**src/rtl/mult_div_unit_pkg.sv**
```systemverilog
// rtl/mult_div_unit_pkg.sv - shared constants for the MIPS multiply/divide unit
// Package mips_pkg: op encodings, iteration count, FSM state type and an
// absolute-value helper used when latching signed operands.
package mips_pkg;

   localparam logic [1:0] MD_MULT  = 2'b00;
   localparam logic [1:0] MD_MULTU = 2'b01;
   localparam logic [1:0] MD_DIV   = 2'b10;
   localparam logic [1:0] MD_DIVU  = 2'b11;

   localparam int MD_ITER = 32;

   typedef enum logic [1:0] {
      MD_IDLE = 2'd0,
      MD_CALC = 2'd1,
      MD_FIX  = 2'd2
   } md_state_t;

   // Two's-complement magnitude; 0x80000000 maps to itself, which is the
   // correct unsigned magnitude.
   function automatic logic [31:0] abs32(input logic [31:0] v);
      return v[31] ? (~v + 32'd1) : v;
   endfunction

endpackage

```
**src/rtl/mult_div_unit_if.sv**
```systemverilog
// rtl/mult_div_unit_if.sv - request/result bundle of the multiply/divide unit
// master: datapath control side (drives start/op/operands/hi_we/lo_we).
// slave : mult_div_unit (drives busy/done/div_by_zero/hi_out/lo_out).
interface mult_div_unit_if;

   logic        start;
   logic [1:0]  op;
   logic [31:0] op_a;
   logic [31:0] op_b;
   logic        hi_we;
   logic        lo_we;
   logic        busy;
   logic        done;
   logic        div_by_zero;
   logic [31:0] hi_out;
   logic [31:0] lo_out;

   modport master (
      output start, op, op_a, op_b, hi_we, lo_we,
      input  busy, done, div_by_zero, hi_out, lo_out
   );

   modport slave (
      input  start, op, op_a, op_b, hi_we, lo_we,
      output busy, done, div_by_zero, hi_out, lo_out
   );

endinterface

```
**src/rtl/mult_div_unit.sv**
```systemverilog
// rtl/mult_div_unit.sv - iterative MULT/MULTU/DIV/DIVU unit owning HI and LO
// Ports: clk, reset_n (async, active-low), md (mult_div_unit_if.slave):
//   start/op/op_a/op_b launch an operation while idle; hi_we/lo_we perform
//   MTHI/MTLO from op_a; busy, done, div_by_zero report progress; hi_out and
//   lo_out are the registered HI/LO values.
module mult_div_unit
   import mips_pkg::*;
(
   input logic          clk,
   input logic          reset_n,
   mult_div_unit_if.slave md
);

   md_state_t   state, state_nxt;
   logic [4:0]  count;
   logic [63:0] acc;        // product, or {remainder, quotient} when dividing
   logic [31:0] reg_a;      // multiplicand, or dividend shifted out MSB first
   logic [31:0] reg_b;      // multiplier shifted out LSB first, or divisor
   logic        is_div;
   logic        neg_q;      // sign of product / quotient
   logic        neg_r;      // sign of remainder (follows the dividend)
   logic        zero_flag;
   logic [31:0] hi_r, lo_r;
   logic        done_r, dbz_r;

   logic        signed_op, sign_a, sign_b, div_zero_req;
   logic [32:0] mul_sum, div_trial, div_diff;
   logic        div_ge;
   logic [63:0] prod_fix;
   logic [31:0] quot_fix, rem_fix;

   assign signed_op    = (md.op == MD_MULT) || (md.op == MD_DIV);
   assign sign_a       = signed_op & md.op_a[31];
   assign sign_b       = signed_op & md.op_b[31];
   assign div_zero_req = md.op[1] && (md.op_b == 32'd0);

   // Shift-add step: add the multiplicand into the upper half, then shift the
   // 33-bit sum (with carry) down into the accumulator.
   assign mul_sum = {1'b0, acc[63:32]} + {1'b0, (reg_b[0] ? reg_a : 32'd0)};

   // Restoring step: trial remainder never exceeds 2*divisor-1, so bit 32 of
   // the difference is a clean borrow.
   assign div_trial = {acc[63:32], reg_a[31]};
   assign div_diff  = div_trial - {1'b0, reg_b};
   assign div_ge    = ~div_diff[32];

   assign prod_fix = neg_q ? (~acc + 64'd1) : acc;
   assign quot_fix = neg_q ? (~acc[31:0] + 32'd1) : acc[31:0];
   assign rem_fix  = neg_r ? (~acc[63:32] + 32'd1) : acc[63:32];

   always_comb begin
      state_nxt = state;
      case (state)
         MD_IDLE: if (md.start) state_nxt = div_zero_req ? MD_FIX : MD_CALC;
         MD_CALC: if (count == 5'(MD_ITER - 1)) state_nxt = MD_FIX;
         MD_FIX:  state_nxt = MD_IDLE;
         default: state_nxt = MD_IDLE;
      endcase
   end

   always_ff @(posedge clk or negedge reset_n) begin
      if (!reset_n) state <= MD_IDLE;
      else          state <= state_nxt;
   end

   always_ff @(posedge clk or negedge reset_n) begin
      if (!reset_n) begin
         count     <= '0;
         acc       <= '0;
         reg_a     <= '0;
         reg_b     <= '0;
         is_div    <= 1'b0;
         neg_q     <= 1'b0;
         neg_r     <= 1'b0;
         zero_flag <= 1'b0;
         hi_r      <= '0;
         lo_r      <= '0;
         done_r    <= 1'b0;
         dbz_r     <= 1'b0;
      end else begin
         done_r <= 1'b0;
         dbz_r  <= 1'b0;
         case (state)
            MD_IDLE: begin
               if (md.start) begin
                  reg_a     <= sign_a ? abs32(md.op_a) : md.op_a;
                  reg_b     <= sign_b ? abs32(md.op_b) : md.op_b;
                  is_div    <= md.op[1];
                  neg_q     <= sign_a ^ sign_b;
                  neg_r     <= sign_a;
                  zero_flag <= div_zero_req;
                  acc       <= '0;
                  count     <= '0;
               end else begin
                  if (md.hi_we) hi_r <= md.op_a;
                  if (md.lo_we) lo_r <= md.op_a;
               end
            end
            MD_CALC: begin
               count <= count + 5'd1;
               if (is_div) begin
                  acc   <= {(div_ge ? div_diff[31:0] : div_trial[31:0]), acc[30:0], div_ge};
                  reg_a <= {reg_a[30:0], 1'b0};
               end else begin
                  acc   <= {mul_sum, acc[31:1]};
                  reg_b <= {1'b0, reg_b[31:1]};
               end
            end
            MD_FIX: begin
               done_r <= 1'b1;
               if (zero_flag) begin
                  dbz_r <= 1'b1;
               end else if (is_div) begin
                  hi_r <= rem_fix;
                  lo_r <= quot_fix;
               end else begin
                  hi_r <= prod_fix[63:32];
                  lo_r <= prod_fix[31:0];
               end
            end
            default: ;
         endcase
      end
   end

   assign md.busy        = (state != MD_IDLE);
   assign md.done        = done_r;
   assign md.div_by_zero = dbz_r;
   assign md.hi_out      = hi_r;
   assign md.lo_out      = lo_r;

endmodule
```
**src/flat_wrapper.sv**
```systemverilog
// flat-port wrapper written by rule: the top's interface ports become plain ports
module mult_div_unit_flat import mips_pkg::*;
  (clk, reset_n, md_start, md_op, md_op_a, md_op_b, md_hi_we, md_lo_we, md_busy, md_done, md_div_by_zero, md_hi_out, md_lo_out);
  mult_div_unit_if md_i ();
  input logic clk;
  input logic reset_n;
  input wire logic [$bits(md_i.start)-1:0] md_start;
  input wire logic [$bits(md_i.op)-1:0] md_op;
  input wire logic [$bits(md_i.op_a)-1:0] md_op_a;
  input wire logic [$bits(md_i.op_b)-1:0] md_op_b;
  input wire logic [$bits(md_i.hi_we)-1:0] md_hi_we;
  input wire logic [$bits(md_i.lo_we)-1:0] md_lo_we;
  output wire logic [$bits(md_i.busy)-1:0] md_busy;
  output wire logic [$bits(md_i.done)-1:0] md_done;
  output wire logic [$bits(md_i.div_by_zero)-1:0] md_div_by_zero;
  output wire logic [$bits(md_i.hi_out)-1:0] md_hi_out;
  output wire logic [$bits(md_i.lo_out)-1:0] md_lo_out;
  assign md_i.start = md_start;
  assign md_i.op = md_op;
  assign md_i.op_a = md_op_a;
  assign md_i.op_b = md_op_b;
  assign md_i.hi_we = md_hi_we;
  assign md_i.lo_we = md_lo_we;
  assign md_busy = md_i.busy;
  assign md_done = md_i.done;
  assign md_div_by_zero = md_i.div_by_zero;
  assign md_hi_out = md_i.hi_out;
  assign md_lo_out = md_i.lo_out;
  mult_div_unit u_core (.clk(clk), .reset_n(reset_n), .md(md_i));
endmodule
```
**config.mk**
```make
export PLATFORM = sky130hd
export DESIGN_NAME = mult_div_unit_flat
export DESIGN_NICKNAME = d
export VERILOG_FILES = /design/src/rtl/mult_div_unit_pkg.sv /design/src/rtl/mult_div_unit_if.sv /design/src/rtl/mult_div_unit.sv /design/src/flat_wrapper.sv
export SDC_FILE = /design/constraint.sdc
export NUM_CORES = 1
export LEC_CHECK = 0
export BUFFER_PORTS_ARGS = -buffer_cell sky130_fd_sc_hd__buf_2
export CORE_AREA = 2 2 160 162
export CTS_BUF_LIST = sky130_fd_sc_hd__clkbuf_4 sky130_fd_sc_hd__clkbuf_8
export DETAILED_ROUTE_END_ITERATION = 10
export DIE_AREA = 0 0 162 164
export GPL_ROUTABILITY_DRIVEN = 0
export HOLD_SLACK_MARGIN = 0.1
export PLACE_DENSITY = 0.84
export SETUP_SLACK_MARGIN = 0.15
export SLEW_MARGIN = 0
export SYNTH_ARGS = -nofsm -noshare
export SYNTH_HDL_FRONTEND = slang
export SYNTH_SLANG_ARGS = --single-unit
```
**constraint.sdc**
```tcl
create_clock -name clk -period 8.9 [get_ports clk]
set_clock_uncertainty 0.05 [all_clocks]
set_input_delay 1.335 -clock clk [delete_from_list [all_inputs] [get_ports clk]]
set_output_delay 1.335 -clock clk [all_outputs]
set_load 0.05 [all_outputs]
```
---- After elaboration in Yosys (flattened, before gate mapping) ----
Cells that the tools add are included.
operators by class
  $add $sub $neg .......................... 8
  equal/unequal tests ..................... 12
  mux-type cells .......................... 37
  bitwise gates (word level) .............. 9
  reductions and logical operators ........ 15
operator list
  operator                 count
  $mux W32                 20
  $pmux W32 S2             4
  $mux W64                 3
  $add A32 B1 Y32 const B  4
  $not A32 Y32             4
  $pmux W64 S2             1
  $add A64 B1 Y64 const B  1
  $not A64 Y64             1
  $add A32 B32 Y33         1
  $sub A33 B32 Y33         1
  $logic_not A32 Y1        1
  $ne A2 B2 Y1 const B     6
  $pmux W5 S2              1
  $reduce_and A4 Y1        2
  $mux W2                  3
  $reduce_and A2 Y1        3
  $reduce_and A3 Y1        2
  $reduce_bool A2 Y1       3
  $add A5 B1 Y5 const B    1
  $eq A5 B5 Y1 const B     1
  $mux W5                  1
  $eq A2 B2 Y1 const B     2
  $logic_not A2 Y1         2
  $ne A2 B1 Y1 const B     2
  8 further kinds          11
word-level totals
  bits in registers ....................... 205
  input port bits ......................... 71
  output and inout port bits .............. 67
  logic and storage cells ................. 94

---- Logic depth before layout (Yosys ltp) ----
  depth after elaboration ................. 6
  depth in mapped cells ................... 14

---- Worst setup path after synthesis ----
No wires, ideal clock.
  path type ............................... in2reg
  start ................................... input md_op_a[10]
  end ..................................... register u_core.reg_a[26]
  setup time .............................. 130 ps
  data arrival time ....................... 3548 ps
  data required time ...................... 8720 ps
  path slack .............................. 5172 ps
  stages .................................. 9
  path buffers ............................ 1
  cells stage by stage .................... or4_4 -> or4_1 -> buf_2 -> or4_4 -> o41ai_2 -> xor2_1 -> nor2_1 -> a21oi_1 -> o21ai_1
between the ends
  word-level cells in the longest chain between the ends .. 6
RTL lines
  element               RTL line                 text
  from (decl)           flat_wrapper.sv:9        input wire logic [$bits(md_i.op_a)-1:0] md_op_a;
  $not A32 Y32          mult_div_unit_pkg.sv:22  return v[31] ? (~v + 32'd1) : v;
  $add A32 B1 Y32       mult_div_unit_pkg.sv:22
  $mux W32              mult_div_unit_pkg.sv:22
  $mux W32              mult_div_unit.sv:86      reg_a <= sign_a ? abs32(md.op_a) : md.op_a;
  $mux W32              mult_div_unit.sv:85      if (md.start) begin
  $pmux W32 S2          mult_div_unit.sv:83      case (state)
  to (signal assigned)  mult_div_unit.sv:86
  to (signal assigned)  mult_div_unit.sv:103     reg_a <= {reg_a[30:0], 1'b0};
  to (decl)             mult_div_unit.sv:17      logic [31:0] reg_a;
No other way between the ends. The select of a mux whose other input is x is not followed.
A chain may end at the register's enable or synchronous reset.

---- Worst setup path in the final report ----
  start ................................... register u_core.reg_b[0]
  end ..................................... register u_core.acc[54]
between the ends
  word-level cells in the longest chain between the ends .. 4
  elaborated cells between the ends (all ways) .. 6
  classes of those cells .................. add/sub (2); mux (4)
RTL lines
  element                                       RTL line                                   text
  from (decl)                                   mult_div_unit.sv:18                        logic [31:0] reg_b;
  from (signal assigned)                        mult_div_unit.sv:87                        reg_b <= sign_b ? abs32(md.op_b) : md.op_b;
  from (signal assigned)                        mult_div_unit.sv:106                       reg_b <= {1'b0, reg_b[31:1]};
  $sub A33 B32 Y33 or $mux W32 (tied branches)  mult_div_unit.sv:44, mult_div_unit.sv:39
  $mux W32 or $add A32 B32 Y33 (tied branches)  mult_div_unit.sv:102, mult_div_unit.sv:39
  $mux W64 (*)                                  mult_div_unit.sv:101                       if (is_div) begin
  $pmux W64 S2 (*)                              mult_div_unit.sv:83
  to (signal assigned)                          mult_div_unit.sv:102                       acc <= {(div_ge ? div_diff[31:0] : div_trial[31:0]), acc[30:0], div_ge};
  to (signal assigned)                          mult_div_unit.sv:105                       acc <= {mul_sum, acc[31:1]};
  to (decl)                                     mult_div_unit.sv:16                        logic [63:0] acc;
Every way passes the cells marked *; elsewhere a longest branch is shown, timed or not.

==> results.yml <==
clock_network:
  postCtsHoldBufs: 0
  cts_made_buffers: 38
  worstSkewPairLatency_ns: 0.57
  cts_setup_buffers: 0
  clk_pin_slew_ns: 0.06
  clock-sinks: 205
  cts_buffer_depth: 3
  post_cts_resized: 0
  cts_tree: "built"
  cts.htree.levels: 2
  cts_root_buffer: "clkbuf_8"
critical_path:
  crit_slowest_cell: "dfrtp_1"
  criticalPathCategory: "register to register"
  slowest_delay_ns: 0.71
  path_cells: "ha_1 -> fa_1 -> nand2b_1 -> a21oi_1 -> o41a_1 -> a21oi_1 -> o21a_1 -> o311ai_4 -> buf_4 -> o21ai_0 -> a221o_1"
  startpoint_type: "register"
  worst-path-max-fanout: 48
  required_ns: 9.27
  cpMostUsedCell: "a21oi_1"
  crit_path_end_kind: "register"
  crit_arrival_ns: 4.74
power:
  total_power_uw: 7380
  internal-power_uw: 3500
  ir_worst_vdd_uv: 243
  clockPowerShare_pct: 12.9
  power_density_mw_per_mm2: 424
  seq_power_share_pct: 25.9
  sw_frac_of_total_pct: 52.6
  switching_power_uw: 3880
  combPwrFrac_pct: 61.2
  leakagePower_uw: 0.00768
route:
  via_per_inst: 6.57
  wl_met3_mm: 4.72
  drt-pass1-iter-count: 6
  wl_mm: 49.6
  met1Wirelength_mm: 18.7
  routedWlPerCell_um: 20.5
  dr_total_vias: 15902
  drtAntennaViolNets: 0
  top_layer_used: "met4"
  wl_met2_mm: 22.7
  drt_iter0_markers: 2071
  drc_errors: 0
global_routing:
  grt_pass1_vias: 15227
  antenna_found_initial: 0
  grt_use_total_pct: 37.4
  grt-ovfl-total: 0
  grt_start_max_net_pins: 91
  grt_first_pass_wirelength_mm: 78.5
placement:
  port_buffers: 137
  place_inst: 2352
  dpl.hpwl_mm: 36.2
timing:
  hold_viol_final: 0
  whs_ns: 0.421
  finalSetupTns_ns: 0
  rsz0062_at_grt: "no"
  fin_crit_sh_pct: 49.2
  worst_pin_slew_ns: 1.11
  relSlewSlack_pct: 25.9
  period_minus_slack_ns: 4.38
  fmax_ghz: 0.229
  final_max_slew_viol_count: 0
  finalSetupViolations: 0
die:
  dieArea_mm2: 0.0266
  io_pins: 138
  fp.dieH_um: 164
  die_w_um: 162
  fp.coreArea_mm2: 0.0248
  initial_core_util_pct: 63.8
  std_cell_rows: 58
hold_path:
  hp-class: "register to register"
synthesis:
  synth_fp_nets: 2132
  async_flop_share_pct: 100
  synth.avg_cell_area_um2: 7.96
  yosys_warnings: 0
  synth_top_area_share_pct: 32.4
  synth_most_common_cell: "nand2_1"
  synthFlopType: "dfrtp_1"
  netlist_area_mm2: 0.0158
  seq_area_frac_synth_pct: 32.4
  synth_seq_cells: 205
  synth_top_area_cell: "dfrtp_1"
  netlist_top_cells_count: "nand2_1, o21ai_0, dfrtp_1"
  ys_types: 77
  synth_edf_count: 0
  synth_cells: 1988
  netlist_top_cells_area: "dfrtp_1, o21ai_0, nand2_1"
finish:
  fillers: 2006
  final_util_pct: 70.2
  finalNetCount: 2206
  fin_cells: 2419
  area_delta_synth_final_pct: 10.1
  final_layout_size_suffix_gt1_share_pct: 12.3
outcome:
  status: "completed"
run:
  cap_violations: 0
path summary, 6_finish.rpt:
| path | slack (ns) | depth (start not counted) | endpoint | start |
|---|---|---|---|---|
| min in group asynchronous | 0.77 | 1 | u_core.acc[24] | reset_n |
| worst max-delay path | 4.52 | 11 | u_core.acc[54] | u_core.reg_b[0] |
| worst min-delay path | 0.42 | 2 | u_core.md.lo_out[14] | u_core.md.lo_out[14] |
| worst max register to register | 4.52 | 11 | u_core.acc[54] | u_core.reg_b[0] |
| worst min register to register | 0.42 | 2 | u_core.md.lo_out[14] | u_core.md.lo_out[14] |
| max in group asynchronous | 5.99 | 3 | u_core.reg_a[18] | reset_n |
flip-flops by register name (all words and copies together) (netlist names), 2 cells and up:
signal	count
u_core.acc	64
u_core.md.hi_out	32
u_core.md.lo_out	32
u_core.reg_a	32
u_core.reg_b	32
u_core.count	5
u_core.state	2
layout by cell type (no fill, tap or decap), drive strengths merged, types with 33 or more instances in the layout:
| master | count |
|---|---|
| dfrtp | 205 |
| o211ai | 39 |
| xor2 | 67 |
| mux2i | 42 |
| and2 | 41 |
| o21ai | 224 |
| o31ai | 52 |
| nor2 | 199 |
| xnor2 | 92 |
| nand2 | 243 |
| a21oi | 161 |
| inv | 62 |
| ha | 71 |
| clkbuf | 60 |
| nor3 | 33 |
| buf | 151 |
worst max-delay path, delay by kind of cell, from the launching register on:
family	cells	cell delay, ns
AOI/OAI and AO/OA	7	1.99
adders and majority gates	2	0.82
DFF	1	0.71
buffers and inverters	1	0.49
and+or+nand+nor	1	0.17
final cells by class:
class	count	area [um^2]	share of cell area, %
diodes	1	2.50	0.0144
clock buffers	59	743	4.27
clock inverters	7	56.3	0.323
inverters	62	233	1.34
multi-input cells	1603	10000	57.6
flip-flops and latches	205	5130	29.4
well taps	330	413	2.37
repair buffers	152	807	4.63
power groups by stage:
stage	sequential [uW]	combinational (uW)	clock (uW)
after floorplan	2080	3060	0
after global placement	1870	4270	0
after detailed placement	1880	4420	0
after CTS	1870	4440	955
after global routing	1930	4940	1000
final	1910	4520	954
routing by layer:
metal | vias up | global-route usage, %
li1 | 7290 | -
met1 | 7429 | 46.6
met2 | 904 | 59.6
met3 | 279 | 7.35
met4 | 0 | 24.1
met5 | - | 0
cells by family (layout without fill, tap and decap cells):
group / count (synthesis) / after routing / synth area share (%)
AO/OA/AOI/OAI: 654 / 654 / 25.9
adder cells (fa/ha/maj): 73 / 73 / 5.87
AND/OR/NAND/NOR: 672 / 672 / 19.8
multiplexers: 45 / 45 / 2.87
flip-flops: 205 / 205 / 32.4
other: 0 / 1 / 0
XOR/XNOR: 159 / 159 / 8.80
buffers and inverters: 180 / 280 / 4.35
stage by stage:
step	cell area, um^2	setup slack (ns)
3_3_place_gp	16600	4.76
3_5_place_dp	16600	4.63
5_1_grt	17400	4.27
4_1_cts	17400	4.61
6_report	17400	4.52
2_1_floorplan	15800	5.17
Note: power is estimated with default switching activity, not from simulation.
